`config.mk`:
```
export PLATFORM = sky130hd
export DESIGN_NAME = instr_sequencer
export DESIGN_NICKNAME = d
export VERILOG_FILES = /design/src/rtl/cpu_pkg.sv /design/src/rtl/seq_perf_counters.sv /design/src/rtl/instr_sequencer.sv
export SDC_FILE = /design/constraint.sdc
export NUM_CORES = 1
export LEC_CHECK = 0
export CAP_MARGIN = 25
export CORE_MARGIN = 4
export CORE_UTILIZATION = 55
export CTS_CLUSTER_SIZE = 16
export DETAILED_ROUTE_END_ITERATION = 8
export DONT_BUFFER_PORTS = 1
export GPL_ROUTABILITY_DRIVEN = 0
export PLACE_DENSITY = 0.76
export RECOVER_POWER = 100
export REMOVE_ABC_BUFFERS = 1
export SLEW_MARGIN = 20
export SYNTH_ARGS = -nofsm -noshare
export SYNTH_HDL_FRONTEND = slang
export SYNTH_SLANG_ARGS = --single-unit
```
`constraint.sdc`:
```
create_clock -name clk -period 5.35 [get_ports clk]
set_clock_uncertainty 0.1 [all_clocks]
set_input_delay 1.07 -clock clk [delete_from_list [all_inputs] [get_ports clk]]
set_output_delay 1.07 -clock clk [all_outputs]
set_load 0.05 [all_outputs]
```
`src/rtl/cpu_pkg.sv`:
```
// Shared definitions for the phase-1 CPU core.
//   seq_state_t : instruction sequencer states
//   OPC_*       : opcode field values (ir[OPC_MSB:OPC_LSB])
//   INSTR_W     : instruction word width
package cpu_pkg;

  localparam int INSTR_W = 32;
  localparam int OPC_MSB = 31;
  localparam int OPC_LSB = 26;

  localparam logic [5:0] OPC_ADD  = 6'h00;
  localparam logic [5:0] OPC_SUB  = 6'h01;
  localparam logic [5:0] OPC_AND  = 6'h02;
  localparam logic [5:0] OPC_HALT = 6'b111111;

  typedef enum logic [2:0] {
    IDLE   = 3'd0,
    FETCH  = 3'd1,
    DECODE = 3'd2,
    EXEC   = 3'd3,
    MEM    = 3'd4,
    WB     = 3'd5,
    HALT   = 3'd6
  } seq_state_t;

endpackage

```
`src/rtl/seq_perf_counters.sv`:
```
// Free-running performance counters for the instruction sequencer.
// Ports:
//   clk, rst    : clock, asynchronous active-high reset
//   busy        : count one cycle per clock while high
//   retire      : count one instruction per clock while high
//   cycle_cnt   : 32-bit busy-cycle count, wraps
//   retire_cnt  : 32-bit retired-instruction count, wraps
module seq_perf_counters (
  input  logic        clk,
  input  logic        rst,
  input  logic        busy,
  input  logic        retire,
  output logic [31:0] cycle_cnt,
  output logic [31:0] retire_cnt
);

  logic [31:0] cycle_cnt_q, cycle_cnt_d;
  logic [31:0] retire_cnt_q, retire_cnt_d;

  always_comb begin
    cycle_cnt_d  = cycle_cnt_q + {31'd0, busy};
    retire_cnt_d = retire_cnt_q + {31'd0, retire};
  end

  always_ff @(posedge clk or posedge rst) begin
    if (rst) begin
      cycle_cnt_q  <= '0;
      retire_cnt_q <= '0;
    end else begin
      cycle_cnt_q  <= cycle_cnt_d;
      retire_cnt_q <= retire_cnt_d;
    end
  end

  assign cycle_cnt  = cycle_cnt_q;
  assign retire_cnt = retire_cnt_q;

endmodule

```
`src/rtl/instr_sequencer.sv`:
```
// Multi-cycle instruction sequencer: owns PC and IR and steps each
// instruction through FETCH/DECODE/EXEC/MEM/WB.
// Ports:
//   clk, rst                        : clock, asynchronous active-high reset
//   run                             : level, allow fetching new instructions
//   imem_req/addr/ack/rdata         : instruction fetch handshake
//   ir, pc                          : instruction register, program counter
//   cu_mem_read/write, cu_reg_write : level controls from the opcode decoder
//   alu_load                        : EXEC pulse, latch ALU result
//   dmem_req/we/ack                 : data memory handshake
//   rf_we, retire                   : WB strobes
//   busy, halted                    : status
//   cycle_cnt, retire_cnt           : perf counters
// Build option: define SEQ_PERF_CNT_EN to enable the perf counters;
// otherwise both counter outputs are tied to zero.
module instr_sequencer
  import cpu_pkg::*;
#(
  parameter int              PC_W     = 32,
  parameter logic [PC_W-1:0] RESET_PC = '0,
  parameter int              PC_STEP  = 4
) (
  input  logic               clk,
  input  logic               rst,
  input  logic               run,
  output logic               imem_req,
  output logic [PC_W-1:0]    imem_addr,
  input  logic               imem_ack,
  input  logic [INSTR_W-1:0] imem_rdata,
  output logic [INSTR_W-1:0] ir,
  output logic [PC_W-1:0]    pc,
  input  logic               cu_mem_read,
  input  logic               cu_mem_write,
  input  logic               cu_reg_write,
  output logic               alu_load,
  output logic               dmem_req,
  output logic               dmem_we,
  input  logic               dmem_ack,
  output logic               rf_we,
  output logic               retire,
  output logic               busy,
  output logic               halted,
  output logic [31:0]        cycle_cnt,
  output logic [31:0]        retire_cnt
);

  localparam logic [PC_W-1:0] PC_INC = PC_W'(PC_STEP);

  seq_state_t         state_q, state_d;
  logic [PC_W-1:0]    pc_q, pc_d;
  logic [INSTR_W-1:0] ir_q, ir_d;

  // State register
  always_ff @(posedge clk or posedge rst) begin
    if (rst) begin
      state_q <= IDLE;
      pc_q    <= RESET_PC;
      ir_q    <= '0;
    end else begin
      state_q <= state_d;
      pc_q    <= pc_d;
      ir_q    <= ir_d;
    end
  end

  // Next-state logic
  always_comb begin
    state_d = state_q;
    pc_d    = pc_q;
    ir_d    = ir_q;
    unique case (state_q)
      IDLE:   if (run) state_d = FETCH;
      FETCH: begin
        if (imem_ack) begin
          ir_d    = imem_rdata;
          state_d = DECODE;
        end
      end
      DECODE: state_d = (ir_q[OPC_MSB:OPC_LSB] == OPC_HALT) ? HALT : EXEC;
      EXEC:   state_d = (cu_mem_read || cu_mem_write) ? MEM : WB;
      MEM:    if (dmem_ack) state_d = WB;
      WB: begin
        pc_d    = pc_q + PC_INC;  // wraps mod 2^PC_W
        state_d = run ? FETCH : IDLE;
      end
      HALT:   state_d = HALT;     // only rst leaves HALT
      default: state_d = IDLE;
    endcase
  end

  // Outputs are pure decodes of the state register, so no ack can
  // combinationally reach a req, and reset drops every strobe at once.
  always_comb begin
    imem_req = (state_q == FETCH);
    alu_load = (state_q == EXEC);
    dmem_req = (state_q == MEM);
    // A read+write decode is treated as a write.
    dmem_we  = (state_q == MEM) && cu_mem_write;
    rf_we    = (state_q == WB) && cu_reg_write;
    retire   = (state_q == WB);
    busy     = (state_q != IDLE) && (state_q != HALT);
    // HALT is absorbing, so the state decode is already sticky.
    halted   = (state_q == HALT);
  end

  assign imem_addr = pc_q;
  assign pc        = pc_q;
  assign ir        = ir_q;

`ifdef SEQ_PERF_CNT_EN
  seq_perf_counters u_perf (
    .clk        (clk),
    .rst        (rst),
    .busy       (busy),
    .retire     (retire),
    .cycle_cnt  (cycle_cnt),
    .retire_cnt (retire_cnt)
  );
`else
  assign cycle_cnt  = '0;
  assign retire_cnt = '0;
`endif

endmodule
```
=== Word level (Yosys, flattened, before mapping) ===
Index checks and enable logic that the tools add are counted.

* Reduce and logical (&&, ||, !) cells: 8
* Muxes and demuxes: 7
* Eq/ne operators: 11
* $add $sub $neg: 1

{| class="wikitable"
|+ Operators with widths
! cell !! number
|-
| adder 32 x 3 -> 32 bit (second input constant) || 1
|-
| case mux 3 bit (7 select lines) || 1
|-
| two-way mux 3 bit || 4
|-
| == test 3 bit (second input constant) || 3
|-
| == test 3 x 2 -> 1 bit (second input constant) || 2
|-
| == test 6 bit (second input constant) || 1
|-
| inequality test 2 x 1 -> 1 bit (second input constant) || 2
|-
| == test 3 x 1 -> 1 bit (second input constant) || 1
|-
| logical AND 1 bit || 3
|-
| logical NOT 3 bit || 1
|-
| inequality test 3 bit (second input constant) || 1
|-
| AND reduction 3 bit || 1
|-
| nonzero test 3 bit || 1
|-
| two-way mux 1 bit || 2
|-
| inequality test 2 bit (second input constant) || 1
|-
| AND reduction 2 bit || 1
|-
| logical OR 1 bit || 1
|}

* Input port bits: 40
* Bits in registers: 67
* Word-level logic and storage cells: 30
* Output and inout bits: 168

=== Longest topological paths before layout ===
* Depth after elaboration: 3
* Depth in mapped cells: 6
* Mapped depth without buffers: 5

=== Least setup slack after synthesis ===
No wires, ideal clock.

* Path kind: flip-flop to output port
* Start: register state_q[2]
* End: output port dmem_we
* Data arrival time: 2,563 ps
* Cell stages (with the launch flop): 4
* Required time: 4,180 ps
* Path buffers: 1
* Path slack: 1,617 ps
* Cell sequence: dfrtp_1 clkbuf_1 nor3b_1 and2_1

* Word-level cells in the longest chain between the ends: 2

{| class="wikitable"
|+ Ends and longest elaborated chain
! element !! RTL line !! source
|-
| from (decl) || instr_sequencer.sv:49 || <nowiki>seq_state_t state_q, state_d;</nowiki>
|-
| from (signal assigned) || instr_sequencer.sv:60 || <nowiki>state_q <= state_d;</nowiki>
|-
| == test 3 bit || n/a ||
|-
| named net dmem_req || instr_sequencer.sv:36 || <nowiki>output logic dmem_req,</nowiki>
|-
| logical AND 1 bit || instr_sequencer.sv:98 || <nowiki>dmem_we = (state_q == MEM) && cu_mem_write;</nowiki>
|-
| to (decl) || instr_sequencer.sv:37 || <nowiki>output logic dmem_we,</nowiki>
|}

The timed path passes the listed nets, and every way through them passes these cells.

=== Final worst setup path ===
Ends and elaborated chain as after synthesis.

==> summary.md <==
| Metric | Value |
|---|---|
| Crit-path leading delay family | `simple AND/OR/NAND/NOR gates` |
| Hold bufs inserted after CTS | `0` |
| Layout cells sized above 1 | `10.24%` |
| Final instance area | `3292 µm²` |
| Slowest CP cell | `nor3b_1` |
| Antenna violations before repair | `0` |
| Fin util | `50.97%` |
| Total Routing Usage GR | `15.04%` |
| Final Critical Period | `4218 ps` |
| Skew-Pair Late Insertion Delay | `330 ps` |
| Vias in the first global route | `1,826` |
| Pins over their slew limit | `36` |
| Avg Inst Size Synth | `11.84 µm²` |
| Final-stage net count | `330` |
| Routed Antenna Nets | `0` |
| Initial Util | `57.57%` |
| Max Freq | `237.1 MHz` |
| Root Driver | `clkbuf_8` |
| Async SR Flop Fraction | `100.0%` |
| Failing checks | `capacitance limit, slew limit` |
| Core Area | `6459 µm²` |
| Iteration-0 DRC Markers | `33` |
| Crit-path cells | `nor3b_1 -> and2_0` |
| Crit path launch type | `flip-flop` |
| Largest net degree at the start of global routing | `66` |
| Post-DP HPWL | `4516 µm` |
| Post-DP Area | `3239 µm²` |
| Commonest cells after routing, fill and taps aside | `68 x conb_1, 65 x dfrtp_1, 26 x xnor2_1, 22 x mux2_1, 16 x nand4_1` |
| Worst-path clk slew | `70 ps` |
| Pwr Density | `673.4 nW/µm²` |
| CTS Sinks | `65` |
| Post-DR wirelength/cell | `16.76 µm` |
| EDFF count, synth | `0` |
| Row count | `29` |
| Mapped cell area | `3719 µm²` |
| Final WL | `6202 µm` |
| CP endpoint kind | `output pin` |
| Synth warnings | `0` |
| Area of the multi-input gates | `1375 µm²` |
| Buf+Inv Stages, Crit Path | `0` |
| Critical Path Max Stage Delay | `1340 ps` |
| Post-synthesis sequential element count | `65` |
| Overall power | `2.217 mW` |
| Total Negative Setup Slacks | `0 ps` |
| Filler cell count | `579` |
| Hold Path Class | `flip-flop to flip-flop` |
| Area grow syn2layout | `-11.47%` |
| DRC | `0` |
| Die H | `90.23 µm` |
| Max transition margin | `-33.14%` |
| H-tree levels | `3` |
| I/O Buffers | `0` |
| Final Hold Violating Endpoints | `0` |
| Hold Slack | `518.2 ps` |
| WP data required | `4180 ps` |
| Crit share post-route | `78.84%` |
| Overflow after GRT | `0` |
| Sequential share of the synthesized area | `43.74%` |
| CTS tree | `done` |
| Max_cap viols | `2` |
| CTS buffer count | `9` |
| Final Setup Violations | `0` |
| Antenna Cells | `0` |
| Crit Path Max Fanout | `14` |
| Worst slew pin tran | `1996 ps` |
| Leakage power total | `1.524 nW` |
| First-pass GRT wire length | `9611 µm` |
| Post-synth cell types | `35` |
| VDD IR-drop max | `409.3 µV` |
| Status | `complete, but fails checks` |
| Post-CTS Setup Bufs | `0` |
| Critical path type | `flip-flop to output pin` |
| Die X-Extent | `90.23 µm` |
| Clock Path Buffers | `2` |
| Most common cell after layout, fill and taps aside | `conb_1` |
| Die Area | `8141 µm²` |
| Main synth FF type | `dfrtp_1` |
| # IOs | `208` |
| Via count | `1,853` |
| DR vias/cell | `5.008` |
| Resized Gates After CTS | `0` |
| 1st-pass router iterations | `4` |
| RSZ-0062 raised after global routing | `false` |
| Gate Count Post-Synth | `314` |
| CP Data Arrival Time | `3050 ps` |
| Register area | `1627 µm²` |
-- layout make-up --
type,count,area share [%]
timing repair buffer,3,0.4561
tap,77,2.927
clock inverter,3,0.5321
inverter,4,0.4941
clock buffer,12,4.409
sequential,65,49.41
multi-input combinational,206,41.77
-- metal layers --
| layer | track usage [%] | wire (µm) | part of all wire [%] | vias to the layer above |
|---|---|---|---|---|
| li1 | - | - | - | 836 |
| met1 | 16.99 | 2458 | 40 | 885 |
| met2 | 22.90 | 2924 | 47 | 122 |
| met3 | 8.848 | 718 | 12 | 10 |
| met4 | 6.760 | 99 | 1.6 | 0 |
| met5 | 0 | 0 | 0 | - |
-- Yosys cell counts (all sizes together) (2+ instances only) --
library cell / number / area, µm²
a21oi: 5 / 25.02
and2: 4 / 27.53
and3: 4 / 25.02
and4: 5 / 43.79
buf: 105 / 835.8
dfrtp: 65 / 1627
inv: 4 / 17.52
mux2: 33 / 480.5
nand2: 13 / 48.80
nand3: 8 / 40.04
nand4: 16 / 100.1
nor2: 5 / 21.27
nor3: 4 / 31.28
nor3b: 2 / 20.02
xnor2: 26 / 227.7
xor2: 4 / 35.03
-- kinds of logic (layout without fill, tap and decap cells) --
logic type / after synthesis / in the layout / share of synthesized area (%)
AOI/OAI and AO/OA: 9 / 9 / 1.480
xor gates and xnor gates: 30 / 30 / 7.066
adders and majority gates: 1 / 1 / 0.3364
buffers and inverters: 110 / 22 / 23.05
DFF: 65 / 65 / 43.74
muxes: 34 / 34 / 13.19
other: 1 / 68 / 0.1008
and+or+nand+nor: 64 / 64 / 11.04
-- worst paths after layout --
check	from	to	slack, ps	depth (start not counted)
setup / recovery	state_q[2]	dmem_we	1130	2
hold / removal	state_q[0]	state_q[2]	520	1
setup reg to reg	state_q[0]	ir[20]	1690	4
hold reg to reg	state_q[0]	state_q[2]	520	1
max in group asynchronous	rst	ir[30]	3890	2
min in group asynchronous	rst	imem_addr[18]	760	2
-- flip-flops by register name, indices dropped and copies added (netlist names) --
register	count
ir	32
state_q	3
imem_addr	30
-- where the power goes --
| part | switching, mW | leakage (nW) | total [mW] | internal [mW] |
|---|---|---|---|---|
| combinational | 0.324 | 0.614 | 0.497 | 0.174 |
| clock | 0.171 | 0.0822 | 0.348 | 0.177 |
| sequential | 0.739 | 0.828 | 1.37 | 0.633 |
| total | 1.23 | 1.52 | 2.22 | 0.983 |
-- stage by stage --
stage,cells,setup slack (ps)
after floorplan,275,1767
after global placement,353,2065
after detailed placement,353,2010
after CTS,368,1639
after global routing,370,1021
final,370,1132
No activity file was read; power rests on OpenSTA's default activity.
==> variant (same flow settings) <==
`ir_q` no longer has a reset.
--- a/src/rtl/instr_sequencer.sv
+++ b/src/rtl/instr_sequencer.sv
@@ -56,10 +56,12 @@
       state_q <= IDLE;
       pc_q    <= RESET_PC;
-      ir_q    <= '0;
     end else begin
       state_q <= state_d;
       pc_q    <= pc_d;
-      ir_q    <= ir_d;
     end
+  end
+
+  always_ff @(posedge clk) begin
+    ir_q <= ir_d;
   end
 
Behaviour: differs if rst is asserted again (counterexample within 4 cycles, from zero or initial values and one cycle with rst high); with rst held inactive, the same outputs for 10 cycles.
==> variant against the unedited design <==
- the run still ends with max-capacitance violations, max-slew violations left
- routed wire length is 2.1% lower
- sequential share of layout area is 8.0 points higher
- worst setup slack better by 0.13 ns
- sequential cell count stayed put
- count of clock-buffer cells in the layout is 3 lower
- die area is 7.6% lower
- synthesized cell count is 9.9% lower
- final area is 5.4% lower
- global-route usage is 0.76 points higher
- power is 23% lower
- synthesized area is 8.3% lower
- critical path type is now flip-flop to flip-flop
- largest power group unchanged
- highest routed layer unchanged
==> variant: results (changes against the unedited design) <==
status: "finished with violations"
violations: "max-capacitance violations, max-slew violations"
num-fill-cells: 517  # -11%
slowest_stage: "nor4b_1"
place_area_mm2: 0.00305  # -5.8%
seq_area_frac_synth_pct: 52.4  # +8.7 points
seq_share_pct: 57.4  # +8.0 points
vias_per_cell: 4.88  # -2.5%
met3_length_um: 576  # -20%
netSwitchingFraction_pct: 47.6  # -8.0 points
grt_max_degree: 34  # -48%
seq-power_w: 0.000939  # -31%
grt_pass1_vias: 1598  # -12%
clock_area_share_pct: 5.95  # +1.0 points
n_all_buffers: 8  # +5
wl_met2_um: 3210  # +9.9%
powerClk_w: 0.000389  # +12%
max_stage_delay_ns: 1.55  # +0.21 ns
cap_violations: 3  # +1
hpwl_um: 4580  # +1.4%
cp.arrival_ns: 4.17  # +1.12 ns
synth_edf_count: 32  # +32
drv_slew: 80  # +120%
place_ws_ns: 2.44  # +0.429 ns
drt_iter0_markers: 78  # +140%
synth_common_cells: "buf_4 (98), dfrtp_1 (33), edfxtp_1 (32)"
[variant: cell types whose count changed after synthesis, moves of 4 or more]
cell and delta:
a21oi_1 -4, mux2_4 -29, and3_1 +4, mux2_2 -4, buf_12 -4, inv_1 +5
dfrtp_1 -32, edfxtp_1 +32
[variant: final timing paths]
kind	slack (ns)	startpoint	depth (start not counted)	to
max	1.26	imem_addr[8]$_DFFE_PP0P_	6	imem_addr[26]$_DFFE_PP0P_
max reg2reg	1.26	imem_addr[8]$_DFFE_PP0P_	6	imem_addr[26]$_DFFE_PP0P_
min	0.43	imem_addr[8]$_DFFE_PP0P_	1	imem_addr[8]$_DFFE_PP0P_
max in group asynchronous	2.96	rst	2	imem_addr[10]$_DFFE_PP0P_
min reg2reg	0.43	imem_addr[8]$_DFFE_PP0P_	1	imem_addr[8]$_DFFE_PP0P_
min in group asynchronous	1.15	rst	2	state_q[0]$_DFFE_PP0P_
[variant: worst max-delay path: cells and delay by family (launching register included)]
family                    cells  cell delay [ns]
and+or+nand+nor               3             2.03
buffers and inverters         2             1.18
DFF                           1             0.40
xor gates and xnor gates      1             0.23
[variant: metrics by stage]
step | cells | util (%)
6_report | 346 | 52.3
3_3_place_gp | 326 | 50.7
5_1_grt | 346 | 52.3
3_5_place_dp | 328 | 51.3
2_1_floorplan | 247 | -
4_1_cts | 344 | 54.4
[variant: kinds of logic after synthesis]
family / share of synthesized area (%)
fa+ha+maj: 0.367
mux: 0.294
flops: 52.4
other cells: 0.110
simple gates: 14.5
compound gates: 1.36
buf+inv: 23.3
xor+xnor: 7.71
[variant: per-layer routing]
layer  global-route usage [%]  vias up
met5                        0        -
met4                     7.65        0
met3                     5.89        8
met2                     25.7      104
met1                     18.4      822
li1                         -      755
